`config.mk`:
```
export PLATFORM = sky130hd
export DESIGN_NAME = rf_debug_port
export DESIGN_NICKNAME = d
export VERILOG_FILES = /design/src/rtl/rf_debug_port.sv
export SDC_FILE = /design/constraint.sdc
export NUM_CORES = 1
export LEC_CHECK = 0
export BUFFER_PORTS_ARGS = -buffer_cell sky130_fd_sc_hd__buf_4
export CAP_MARGIN = 0
export CELL_PAD_IN_SITES_DETAIL_PLACEMENT = 1
export CELL_PAD_IN_SITES_GLOBAL_PLACEMENT = 1
export CORE_AREA = 10 10 76 142
export DETAILED_ROUTE_END_ITERATION = 12
export DIE_AREA = 0 0 86 152
export GPL_TIMING_DRIVEN = 0
export PLACE_DENSITY_LB_ADDON = 0.1
export REMOVE_ABC_BUFFERS = 1
export SLEW_MARGIN = 15
export SYNTH_ARGS = -nofsm -noshare
export SYNTH_HDL_FRONTEND = slang
export SYNTH_SLANG_ARGS = --single-unit
```
`constraint.sdc`:
```
create_clock -name CLK -period 1.6 [get_ports CLK]
set_input_delay 0.08 -clock CLK [delete_from_list [all_inputs] [get_ports CLK]]
set_output_delay 0.08 -clock CLK [all_outputs]
set_load 0.02 [all_outputs]
```
`src/rtl/rf_debug_port.sv`:
```
// Debug access engine for the register file: dumps every register to a valid/ready
// stream, or loads every register from one, while BUSY stalls the core.
module rf_debug_port #(
  parameter int AWL = 5,
  parameter int WL  = 32
) (
  input  logic           CLK,
  input  logic           RST,
  input  logic           START,
  input  logic           MODE,
  output logic           BUSY,
  output logic           DONE,
  output logic           DOUT_VALID,
  input  logic           DOUT_READY,
  output logic [WL-1:0]  DOUT_DATA,
  output logic [AWL-1:0] DOUT_ADDR,
  input  logic           DIN_VALID,
  output logic           DIN_READY,
  input  logic [WL-1:0]  DIN_DATA,
  output logic [AWL-1:0] RFRA,
  input  logic [WL-1:0]  RFRD,
  output logic           RFWE,
  output logic [AWL-1:0] RFWA,
  output logic [WL-1:0]  RFWD
);

  localparam logic [AWL-1:0] LAST_ADDR = '1;
  localparam logic [AWL-1:0] ADDR_ONE  = AWL'(1);

  typedef enum logic [2:0] {
    IDLE     = 3'd0,
    DUMP_RD  = 3'd1,
    DUMP_OUT = 3'd2,
    LOAD     = 3'd3,
    FINISH   = 3'd4
  } state_t;

  state_t         state_reg, state_next;
  logic [AWL-1:0] addr_reg, addr_next;
  logic [WL-1:0]  dout_data_reg, dout_data_next;
  logic [AWL-1:0] dout_addr_reg, dout_addr_next;

  always_ff @(posedge CLK or posedge RST) begin
    if (RST) begin
      state_reg     <= IDLE;
      addr_reg      <= '0;
      dout_data_reg <= '0;
      dout_addr_reg <= '0;
    end else begin
      state_reg     <= state_next;
      addr_reg      <= addr_next;
      dout_data_reg <= dout_data_next;
      dout_addr_reg <= dout_addr_next;
    end
  end

  // The terminal-address check comes before the increment, so ADDR never wraps mid-operation.
  always_comb begin
    state_next     = state_reg;
    addr_next      = addr_reg;
    dout_data_next = dout_data_reg;
    dout_addr_next = dout_addr_reg;
    case (state_reg)
      IDLE: begin
        addr_next = '0;
        if (START) begin
          state_next = MODE ? LOAD : DUMP_RD;
        end
      end
      DUMP_RD: begin
        dout_data_next = RFRD;
        dout_addr_next = addr_reg;
        state_next     = DUMP_OUT;
      end
      DUMP_OUT: begin
        if (DOUT_READY) begin
          if (addr_reg == LAST_ADDR) begin
            state_next = FINISH;
          end else begin
            addr_next  = addr_reg + ADDR_ONE;
            state_next = DUMP_RD;
          end
        end
      end
      LOAD: begin
        if (DIN_VALID) begin
          if (addr_reg == LAST_ADDR) begin
            state_next = FINISH;
          end else begin
            addr_next = addr_reg + ADDR_ONE;
          end
        end
      end
      FINISH: begin
        addr_next  = '0;
        state_next = IDLE;
      end
      default: begin
        addr_next  = '0;
        state_next = IDLE;
      end
    endcase
  end

  // Write-port signals are combinational so a load word lands on its handshake edge.
  always_comb begin
    BUSY       = (state_reg != IDLE);
    DONE       = (state_reg == FINISH);
    DOUT_VALID = (state_reg == DUMP_OUT);
    DIN_READY  = (state_reg == LOAD);
    RFRA       = addr_reg;
    RFWA       = addr_reg;
    RFWE       = 1'b0;
    RFWD       = '0;
    if (state_reg == LOAD) begin
      RFWE = DIN_VALID;
      RFWD = DIN_DATA;
    end
  end

  assign DOUT_DATA = dout_data_reg;
  assign DOUT_ADDR = dout_addr_reg;

endmodule
```
==> results of run 1 <==
[synth_stat cells (3+ instances only)]
cell,instances
and2_1,33
inv_1,3
nand2b_1,3
a21oi_1,4
ha_1,3
buf_4,5
buf_6,3
dfrtp_1,45
mux2_2,37
a31oi_1,4
nor2_1,4
buf_2,3
[worst max-delay path: stages, from the launching register on]
cell and delay, ns:
dfrtp_2 0.42, ha_4 0.16, and3_4 0.18, ha_4 0.18, nand2b_4 0.15, a21oi_4 0.14
nor3_4 0.07, mux2_2 0.26
[cell type report]
type | instances | area [µm²] | share of cell area (%)
repair buffers | 179 | 1570 | 38.6
flip-flops and latches | 45 | 1130 | 27.9
multi-input cells | 109 | 1060 | 26.2
clock buffers | 7 | 153 | 3.76
well taps | 100 | 125 | 3.08
inverters | 3 | 15.0 | 0.370
clock inverters | 1 | 5.00 | 0.123
[through the flow]
step	setup TNS [ns]	hold WS (ns)	instances	util, %
after detailed placement	-20.78	0.158	414	39.4
after floorplan	-36.29	0.215	157	-
final	-0.128	0.00832	444	47.2
after CTS	-0.127	0.00177	436	43.7
after global routing	-1.81	0.00367	444	47.2
after global placement	-88.17	0.301	410	38.6
[where the power goes]
part | internal [mW] | switching [mW] | leakage (nW)
clock network | 0.662 | 0.428 | 0.0799
logic | 2.86 | 2.55 | 1.36
registers | 1.69 | 0.333 | 0.540
total | 5.22 | 3.31 | 1.98
[routing by layer]
layer | share of wire (%) | track usage (%) | up-vias
met5 | 0 | 0 | -
met4 | 1.7 | 4.02 | 0
met3 | 8.4 | 4.66 | 9
met2 | 54 | 21.7 | 117
met1 | 36 | 12.2 | 976
li1 | - | - | 926
[worst min-delay path by stage]
stage / cells past startpoint / endpoint / slack, ns
2_1_floorplan: 1 / DOUT_DATA[7] / 0.21
3_3_place_gp: 2 / DOUT_DATA[7] / 0.30
3_5_place_dp: 2 / DOUT_DATA[21] / 0.16
4_1_cts: 2 / DOUT_DATA[7] / 0.002
5_1_grt: 2 / DOUT_DATA[7] / 0.004
6_report: 2 / DOUT_DATA[7] / 0.008
[logic make-up (layout without fill, tap and decap cells)]
kind of cell	after synthesis	count (layout)	synth area share, %
mux	39	39	20.5
flops	45	45	52.8
buf+inv	16	190	4.93
simple gates	51	51	14.7
fa+ha+maj	3	3	1.76
compound gates	16	16	5.28
[repair_timing]
item                                    in CTS  in global routing
hold buffers                                 1                  0
endpoints found under the hold margin       21                  0
pin swaps                                    7                 31
gates resized for setup                     20                 59
cloned                                       0                  3
setup buffers                               13                  5
endpoints found under the setup margin      77                 41
==> impl_metrics.env, run 1 <==
export IMPL_place_congestion=0.713
export IMPL_synth_top_area_share_pct=52.8
export IMPL_synth_cell_type_count=28
export IMPL_drive_gt1_share_pct=77.9
export IMPL_area_delta_synth_final_pct=90.3
export IMPL_synth_ff_type="dfrtp_1"
export IMPL_r2r_end="RFRA[0]"
export IMPL_r2r_start="RFRA[1]"
export IMPL_hpwl_um=6420
export IMPL_fillers=932
export IMPL_rrSetupSlack_ns=-0.08
export IMPL_die_w_um=86
export IMPL_avgViaCountPerCell=4.57
export IMPL_num_vias=2028
export IMPL_antenna_found_initial=0
export IMPL_cts_buffer_depth=2
export IMPL_min_path_type="input port to flip-flop"
export IMPL_root_buffer="clkbuf_16"
export IMPL_setup_viol=10
export IMPL_crit_path_start="RFRA[1]"
export IMPL_synth_edf_count=0
export IMPL_avgRoutedWirePerCell_um=19.0
export IMPL_fin_ws_ns=-0.0838
export IMPL_power_mw=8.53
export IMPL_worstSetupPathType="flip-flop to flip-flop"
export IMPL_ys_ff_latch=45
export IMPL_num_rows=48
export IMPL_drv_cap=0
export IMPL_slew_viol_final=0
export IMPL_portBuffers=153
export IMPL_first_pass_iters=2
export IMPL_grt_pass1_vias=2166
export IMPL_endpoint="RFRA[0]"
export IMPL_finalNetCount=416
export IMPL_min_from="RFRD[7]"
export IMPL_h_tree_depth=2
export IMPL_syn_inst=170
export IMPL_final_common_cell="buf_4"
export IMPL_cts_made_buffers=5
export IMPL_ios=154
export IMPL_drt_iter0_markers=32
export IMPL_grt_ovfl_total=0
export IMPL_die_h_um=152
export IMPL_start_util_pct=24.8
export IMPL_tightest_slew_ns=0.511
export IMPL_antenna_cells=0
export IMPL_synth_area_leaders="dfrtp_1 (53%), mux2_2 (20%), and2_1 (9.7%)"
export IMPL_fp_dieArea_mm2=0.0131
export IMPL_core_mm2=0.00859
export IMPL_track_usage_pct=12.1
export IMPL_power_density_mw_per_mm2=2100
export IMPL_clkTransAtPathRegs_ns=0.06
export IMPL_max_freq_ghz=0.594
export IMPL_netlist_area_mm2=0.00213
export IMPL_rsz0062_at_grt="true"
export IMPL_slew_headroom_pct=65.9
export IMPL_finClkSkew_ns=0.00255
export IMPL_finalCriticalPeriod_ns=1.68
export IMPL_ys_warn_count=0
export IMPL_violations="setup timing"
export IMPL_ff2ff_path_depth=7
export IMPL_worstSkewPairLatency_ns=0.28
export IMPL_largest_reg_flops=32
export IMPL_outcome="finished, violations left"
export IMPL_ir_worst_vdd_mv=0.888
export IMPL_pre_cts_slack_ns=-0.506
export IMPL_wl_um=8420
export IMPL_cp_end_kind="flip-flop"
export IMPL_avgSynthCellArea_um2=12.5
export IMPL_critPathArrivalTime_ns=1.86
export IMPL_seq_area_frac_synth_pct=52.8
export IMPL_cts_tree="yes"
export IMPL_place_area_mm2=0.00338
export IMPL_start_kind="flip-flop"
export IMPL_clock_sinks=45
export IMPL_grt_max_degree=29
export IMPL_period_share_pct=105
export IMPL_hold_violations=0
export IMPL_synthArstFlopShare_pct=100
export IMPL_final_cell_mix="buf_4 (142), dfrtp_1 (41), mux2_2 (37), and2_4 (27), buf_6 (27)"
export IMPL_path_max_fanout=5
export IMPL_grt_pass1_wl_um=12600
export IMPL_drtAntennaViolNets=0
export IMPL_cp_required_ns=1.77
export IMPL_power_leakage_nw=1.98
export IMPL_synth_top_area_cell="dfrtp_1"
export IMPL_design_area_mm2=0.00406
export IMPL_drc_errors=0
(Power assumes the default switching activity.)
==> inputs of run 2 (changes only) <==
--- a/config.mk
+++ b/config.mk
@@ -15,6 +15,7 @@
 export GPL_TIMING_DRIVEN = 0
 export PLACE_DENSITY_LB_ADDON = 0.1
 export REMOVE_ABC_BUFFERS = 1
+export SETUP_SLACK_MARGIN = 0.05
 export SLEW_MARGIN = 15
 export SYNTH_ARGS = -nofsm -noshare
 export SYNTH_HDL_FRONTEND = slang
==> constraint.sdc (replaced) <==
create_clock -name CLK -period 1.5 [get_ports CLK]
set_input_delay 0.075 -clock CLK [delete_from_list [all_inputs] [get_ports CLK]]
set_output_delay 0.075 -clock CLK [all_outputs]
set_load 0.02 [all_outputs]
==> run 2 against run 1 <==
  * The run still ends with setup timing left
  * Wire length increased by 9.7%
  * Power increased by 17%
  * Cell area increased by 8.3%
==> impl_metrics.env, run 2 (synthesis gave the netlist of run 1 again) <==
export IMPL_outcome="finished, violations left"
export IMPL_violations="setup timing"
export IMPL_antenna_cells=0
export IMPL_start_util_pct=24.8
export IMPL_core_mm2=0.00859
export IMPL_first_pass_iters=4
export IMPL_avgViaCountPerCell=4.60
export IMPL_die_h_um=152
export IMPL_ir_worst_vdd_mv=0.950
export IMPL_fp_dieArea_mm2=0.0131
export IMPL_grt_pass1_vias=2303
export IMPL_period_share_pct=113
export IMPL_clkPwrFrac_pct=11.7
export IMPL_tightest_slew_ns=0.501
export IMPL_finClkSkew_ns=0.00306
export IMPL_avgRoutedWirePerCell_um=20.4
export IMPL_slowest_delay_ns=0.42
export IMPL_rrSetupSlack_ns=-0.19
export IMPL_r2r_end="RFRA[0]"
export IMPL_p_sw_mw=3.79
export IMPL_drv_cap=0
export IMPL_slew_viol_final=0
export IMPL_finalCriticalPeriod_ns=1.69
export IMPL_ios=154
export IMPL_max_freq_ghz=0.592
export IMPL_num_vias=2079
export IMPL_antenna_found_initial=0
export IMPL_seq_power_share_pct=21.8
export IMPL_clkTransAtPathRegs_ns=0.06
export IMPL_cts_buffer_depth=2
export IMPL_portBuffers=153
export IMPL_finish_utilization_pct=51.2
export IMPL_start_kind="flip-flop"
export IMPL_finalNetCount=424
export IMPL_hold_violations=0
export IMPL_rsz0062_at_grt="true"
export IMPL_critPathArrivalTime_ns=1.86
export IMPL_h_tree_depth=2
export IMPL_drt_iter0_markers=44
export IMPL_r2r_start="RFRA[1]"
export IMPL_power_leakage_nw=2.20
export IMPL_root_buffer="clkbuf_16"
export IMPL_clock_sinks=45
export IMPL_cts_tree="yes"
export IMPL_cp_common_cell="ha_4"
export IMPL_area_delta_synth_final_pct=106
export IMPL_grt_max_degree=29
export IMPL_drc_errors=0
export IMPL_holdPathStages=2
export IMPL_grt_pass1_wl_um=13300
export IMPL_hold_end="DOUT_DATA[13]"
export IMPL_min_from="RFRD[13]"
export IMPL_slew_headroom_pct=66.6
export IMPL_cp_end_kind="flip-flop"
export IMPL_fillers=914
export IMPL_p_sw_share_pct=37.8
export IMPL_combPwrFrac_pct=66.5
export IMPL_whs_ns=0.0165
export IMPL_crit_slowest_cell="dfrtp_2"
export IMPL_final_cell_mix="buf_4 (127), buf_6 (45), dfrtp_1 (41), mux2_4 (37), and2_4 (27)"
export IMPL_largest_reg_flops=32
export IMPL_cts_made_buffers=5
export IMPL_fin_ws_ns=-0.190
export IMPL_drtAntennaViolNets=0
export IMPL_grt_ovfl_total=0
export IMPL_power_density_mw_per_mm2=2280
export IMPL_min_path_type="input port to flip-flop"
export IMPL_worstSetupPathType="flip-flop to flip-flop"
export IMPL_path_cells="ha_4 > and3_4 > ha_4 > nand2b_4 > a21oi_4 > nor3_4 > mux2_2"
export IMPL_power_internal_mw=6.23
export IMPL_cp_required_ns=1.67
export IMPL_wl_um=9240
export IMPL_track_usage_pct=12.9
export IMPL_final_common_cell="buf_4"
export IMPL_hpwl_um=6420
export IMPL_setup_viol=62
export IMPL_num_rows=48
export IMPL_die_w_um=86
export IMPL_pre_cts_slack_ns=-0.606
export IMPL_drive_gt1_share_pct=79.0
export IMPL_place_congestion=0.713
export IMPL_worstSkewPairLatency_ns=0.29
export IMPL_path_max_fanout=5
export IMPL_ff2ff_path_depth=7
[run 2: changes by cell type in the layout (fill, tap and decap cells not counted), moves of 3 or more]
cell,previous run,this run
mux2_4,0,37
mux2_2,37,1
buf_6,27,45
buf_4,142,127
buf_12,6,9
[run 2: worst max path at each step]
stage                  from           end  slack [ns]  cells past startpoint
6_report            RFRA[1]       RFRA[0]       -0.19                      7
2_1_floorplan  state_reg[0]  DOUT_DATA[0]       -0.60                      3
3_3_place_gp   state_reg[0]  DOUT_DATA[6]       -1.22                      3
4_1_cts             RFRA[1]       RFRA[0]       -0.17                      7
3_5_place_dp        RFRA[1]       RFRA[0]       -0.61                      7
5_1_grt             RFRA[0]       RFRA[0]       -0.26                      7
[run 2: stage by stage]
stage / setup TNS (ns) / instances / total power [mW] / cell area, µm²
floorplan: -44.02 / 157 / 4.66 / 2040
global placement: -100.08 / 410 / 6.66 / 3310
detailed placement: -28.14 / 414 / 6.84 / 3380
CTS: -2.74 / 446 / 9.15 / 4090
global route: -7.68 / 452 / 10.6 / 4390
finish: -4.17 / 452 / 10.0 / 4390
[run 2: area by class of cell]
type                       count  area [µm²]  area share (%)
timing repair buffer         187        1750            39.9
clock inverter                 1        5.00           0.114
inverter                       3        11.3           0.256
clock buffer                   7         153            3.47
multi-input combinational    109        1220            27.7
tap                          100         125            2.85
sequential                    45        1130            25.7
[run 2: worst max-delay path, delay by kind of cell, from the launching register on]
kind	cells	cell delay, ns
and+or+nand+nor	3	0.39
AOI/OAI and AO/OA	1	0.15
DFF	1	0.42
adders and majority gates	2	0.34
muxes	1	0.27
[run 2: power groups by stage]
| stage | Clock (mW) | Combinational (mW) | Sequential [mW] |
|---|---|---|---|
| 5_1_grt | 1.25 | 7.08 | 2.27 |
| 3_3_place_gp | 0 | 4.44 | 2.21 |
| 4_1_cts | 1.21 | 5.79 | 2.16 |
| 6_report | 1.17 | 6.66 | 2.19 |
| 2_1_floorplan | 0 | 1.74 | 2.91 |
| 3_5_place_dp | 0 | 4.60 | 2.24 |
[run 2: what timing repair did]
item | CTS | global route
gates resized for setup | 75 | 70
endpoints found under the hold margin | 22 | 0
hold buffers | 2 | 0
cloned | 2 | 3
buffers inserted | 20 | 6
pin swaps | 16 | 27
setup endpoints to repair | 81 | 80
[run 2: routing by layer]
metal | vias to the layer above | share of wire (%) | track usage (%)
li1 | 935 | - | -
met1 | 1013 | 35 | 13.0
met2 | 122 | 55 | 23.3
met3 | 9 | 8.6 | 4.60
met4 | 0 | 1.5 | 4.02
met5 | - | 0 | 0
==> inputs of run 3 (changes only) <==
--- a/config.mk
+++ b/config.mk
@@ -9,9 +9,9 @@
 export CAP_MARGIN = 0
 export CELL_PAD_IN_SITES_DETAIL_PLACEMENT = 1
 export CELL_PAD_IN_SITES_GLOBAL_PLACEMENT = 1
-export CORE_AREA = 10 10 76 142
+export CORE_AREA = 2 2 68 134
 export DETAILED_ROUTE_END_ITERATION = 12
-export DIE_AREA = 0 0 86 152
+export DIE_AREA = 0 0 70 136
 export GPL_TIMING_DRIVEN = 0
 export PLACE_DENSITY_LB_ADDON = 0.1
 export REMOVE_ABC_BUFFERS = 1
==> run 3 against run 2 <==
  * The flow still finishes with violations (setup timing)
  * Non-clock buffer count increased by 2
  * Power increased by 1.7%
  * Clock skew increased by 0.0016 ns
  * Combinational power increased by 2%
  * First-iteration DRC count decreased by 41%
  * Via count decreased by 1.2%
  * Worst hold slack improved by 0.0023 ns
  * Worst setup slack improved by 0.012 ns
==> impl_metrics.env, run 3 (synthesis gave the netlist of run 1 again) <==
export IMPL_cts_made_buffers=5
export IMPL_fin_ws_ns=-0.178
export IMPL_crit_buf_inv=0
export IMPL_slowest_delay_ns=0.39
export IMPL_rsz0062_at_grt="true"
export IMPL_ff2ff_path_depth=7
export IMPL_slew_viol_final=0
export IMPL_clkTransAtPathRegs_ns=0.06
export IMPL_finalNetCount=426
export IMPL_finClkSkew_ns=0.00462
export IMPL_cp_required_ns=1.67
export IMPL_h_tree_depth=2
export IMPL_met2_usage_pct=31.4
export IMPL_grt_busiest_layer="met2"
export IMPL_finalCriticalPeriod_ns=1.68
export IMPL_worstSetupPathType="flip-flop to flip-flop"
export IMPL_path_cells="ha_2 > and3_4 > ha_4 > nand2b_4 > a21oi_4 > nor3_4 > mux2_4"
export IMPL_outcome="finished, violations left"
export IMPL_critPathTopFamily="simple AND/OR/NAND/NOR gates"
export IMPL_portBuffers=153
export IMPL_die_h_um=136
export IMPL_start_util_pct=25.0
export IMPL_critPathArrivalTime_ns=1.85
export IMPL_drtAntennaViolNets=0
export IMPL_grtUsageMet3_pct=2.89
export IMPL_avgRoutedWirePerCell_um=17.2
export IMPL_die_w_um=70
export IMPL_power_density_mw_per_mm2=2280
export IMPL_grt_pass1_vias=2171
export IMPL_hold_violations=0
export IMPL_grt_ovfl_total=0
export IMPL_min_from="RFRD[17]"
export IMPL_start_kind="flip-flop"
export IMPL_ios=154
export IMPL_grt_pass1_wl_um=12100
export IMPL_hpwl_um=5030
export IMPL_avgViaCountPerCell=4.53
export IMPL_drv_cap=0
export IMPL_drt_iter0_markers=26
export IMPL_power_mw=10.2
export IMPL_hold_end="DOUT_DATA[17]"
export IMPL_clock_sinks=45
export IMPL_antenna_found_initial=0
export IMPL_period_share_pct=112
export IMPL_slew_headroom_pct=69.6
export IMPL_num_rows=48
export IMPL_r2r_start="RFRA[0]"
export IMPL_wl_um=7780
export IMPL_cts_tree="yes"
export IMPL_first_pass_iters=2
export IMPL_finish_utilization_pct=52.3
export IMPL_rrSetupSlack_ns=-0.18
export IMPL_ir_worst_vdd_mv=1.16
export IMPL_final_common_cell="buf_4"
export IMPL_max_freq_ghz=0.596
export IMPL_root_buffer="clkbuf_16"
export IMPL_antenna_cells=0
export IMPL_crit_slowest_cell="dfrtp_1"
export IMPL_drc_errors=0
export IMPL_largest_reg_flops=32
export IMPL_setup_viol=58
export IMPL_num_vias=2054
export IMPL_seq_area_mm2=0.00113
export IMPL_core_mm2=0.00853
export IMPL_r2r_end="RFRA[0]"
export IMPL_violations="setup timing"
export IMPL_tightest_slew_ns=0.455
export IMPL_fp_dieArea_mm2=0.00952
export IMPL_grt_util_met1_pct=18.2
export IMPL_area_delta_synth_final_pct=109
export IMPL_final_cell_mix="buf_4 (133), dfrtp_1 (42), buf_6 (39), mux2_4 (37), and2_4 (33)"
export IMPL_worstSkewPairLatency_ns=0.28
export IMPL_holdPathStages=2
export IMPL_path_max_fanout=5
export IMPL_drive_gt1_share_pct=81.9
export IMPL_power_leakage_nw=2.21
export IMPL_cp_end_kind="flip-flop"
export IMPL_fillers=898
export IMPL_place_congestion=0.695
export IMPL_min_path_type="input port to flip-flop"
export IMPL_track_usage_pct=16.5
export IMPL_multi_input_area_mm2=0.00126
export IMPL_cts_buffer_depth=2
export IMPL_grt_max_degree=28
## run 3: final cells by class
type                    count  area share (%)
clock inverters             2           0.785
flip-flops and latches     45            25.3
well taps                 100            2.81
clock buffers               5            2.81
inverters                   3           0.309
multi-input cells         109            28.2
repair buffers            189            39.8
## run 3: report_power, final
part | switching, mW | leakage [nW] | total (mW) | internal, mW
sequential | 0.376 | 0.541 | 2.18 | 1.81
clock | 0.457 | 0.0797 | 1.23 | 0.774
combinational | 2.92 | 1.59 | 6.77 | 3.85
## run 3: how the worst max path moves through the flow
stage                            start            end  slack [ns]  depth (start not counted)
after floorplan           state_reg[0]   DOUT_DATA[0]       -0.60                          3
after global placement    state_reg[0]  DOUT_DATA[23]       -1.21                          3
after detailed placement       RFRA[0]        RFRA[0]       -0.64                          7
after CTS                      RFRA[0]        RFRA[0]       -0.18                          7
after global routing           RFRA[0]        RFRA[0]       -0.22                          7
final                          RFRA[0]        RFRA[0]       -0.18                          7
## run 3: what timing repair did
action | CTS | global route
pin swaps | 24 | 20
cloned | 7 | 1
endpoints found under the setup margin | 80 | 81
gates resized for setup | 119 | 33
hold buffers | 1 | 0
endpoints found under the hold margin | 18 | 0
buffers inserted | 18 | 10
## run 3: metal layers
| metal | share of wire (%) | vias to the layer above |
|---|---|---|
| li1 | - | 941 |
| met3 | 6.6 | 6 |
| met5 | 0 | - |
| met1 | 35 | 992 |
| met2 | 57 | 115 |
| met4 | 1.4 | 0 |
## run 3: worst register-to-register path, delay by kind of cell, from the launching register on
family	cells	cell delay [ns]
and+or+nand+nor	3	0.41
AOI/OAI and AO/OA	1	0.14
DFF	1	0.39
muxes	1	0.26
adders and majority gates	2	0.36
## run 3: per-stage QoR
step	cells	setup slack, ns	instance area [µm²]	TNS [ns]	hold slack [ns]
after floorplan	157	-0.604	2040	-44.02	0.210
after global placement	410	-1.21	3310	-100.11	0.297
after detailed placement	414	-0.635	3390	-26.14	0.122
after CTS	447	-0.178	4340	-4.69	0.0111
after global routing	453	-0.217	4460	-5.35	0.0125
final	453	-0.178	4460	-2.18	0.0188
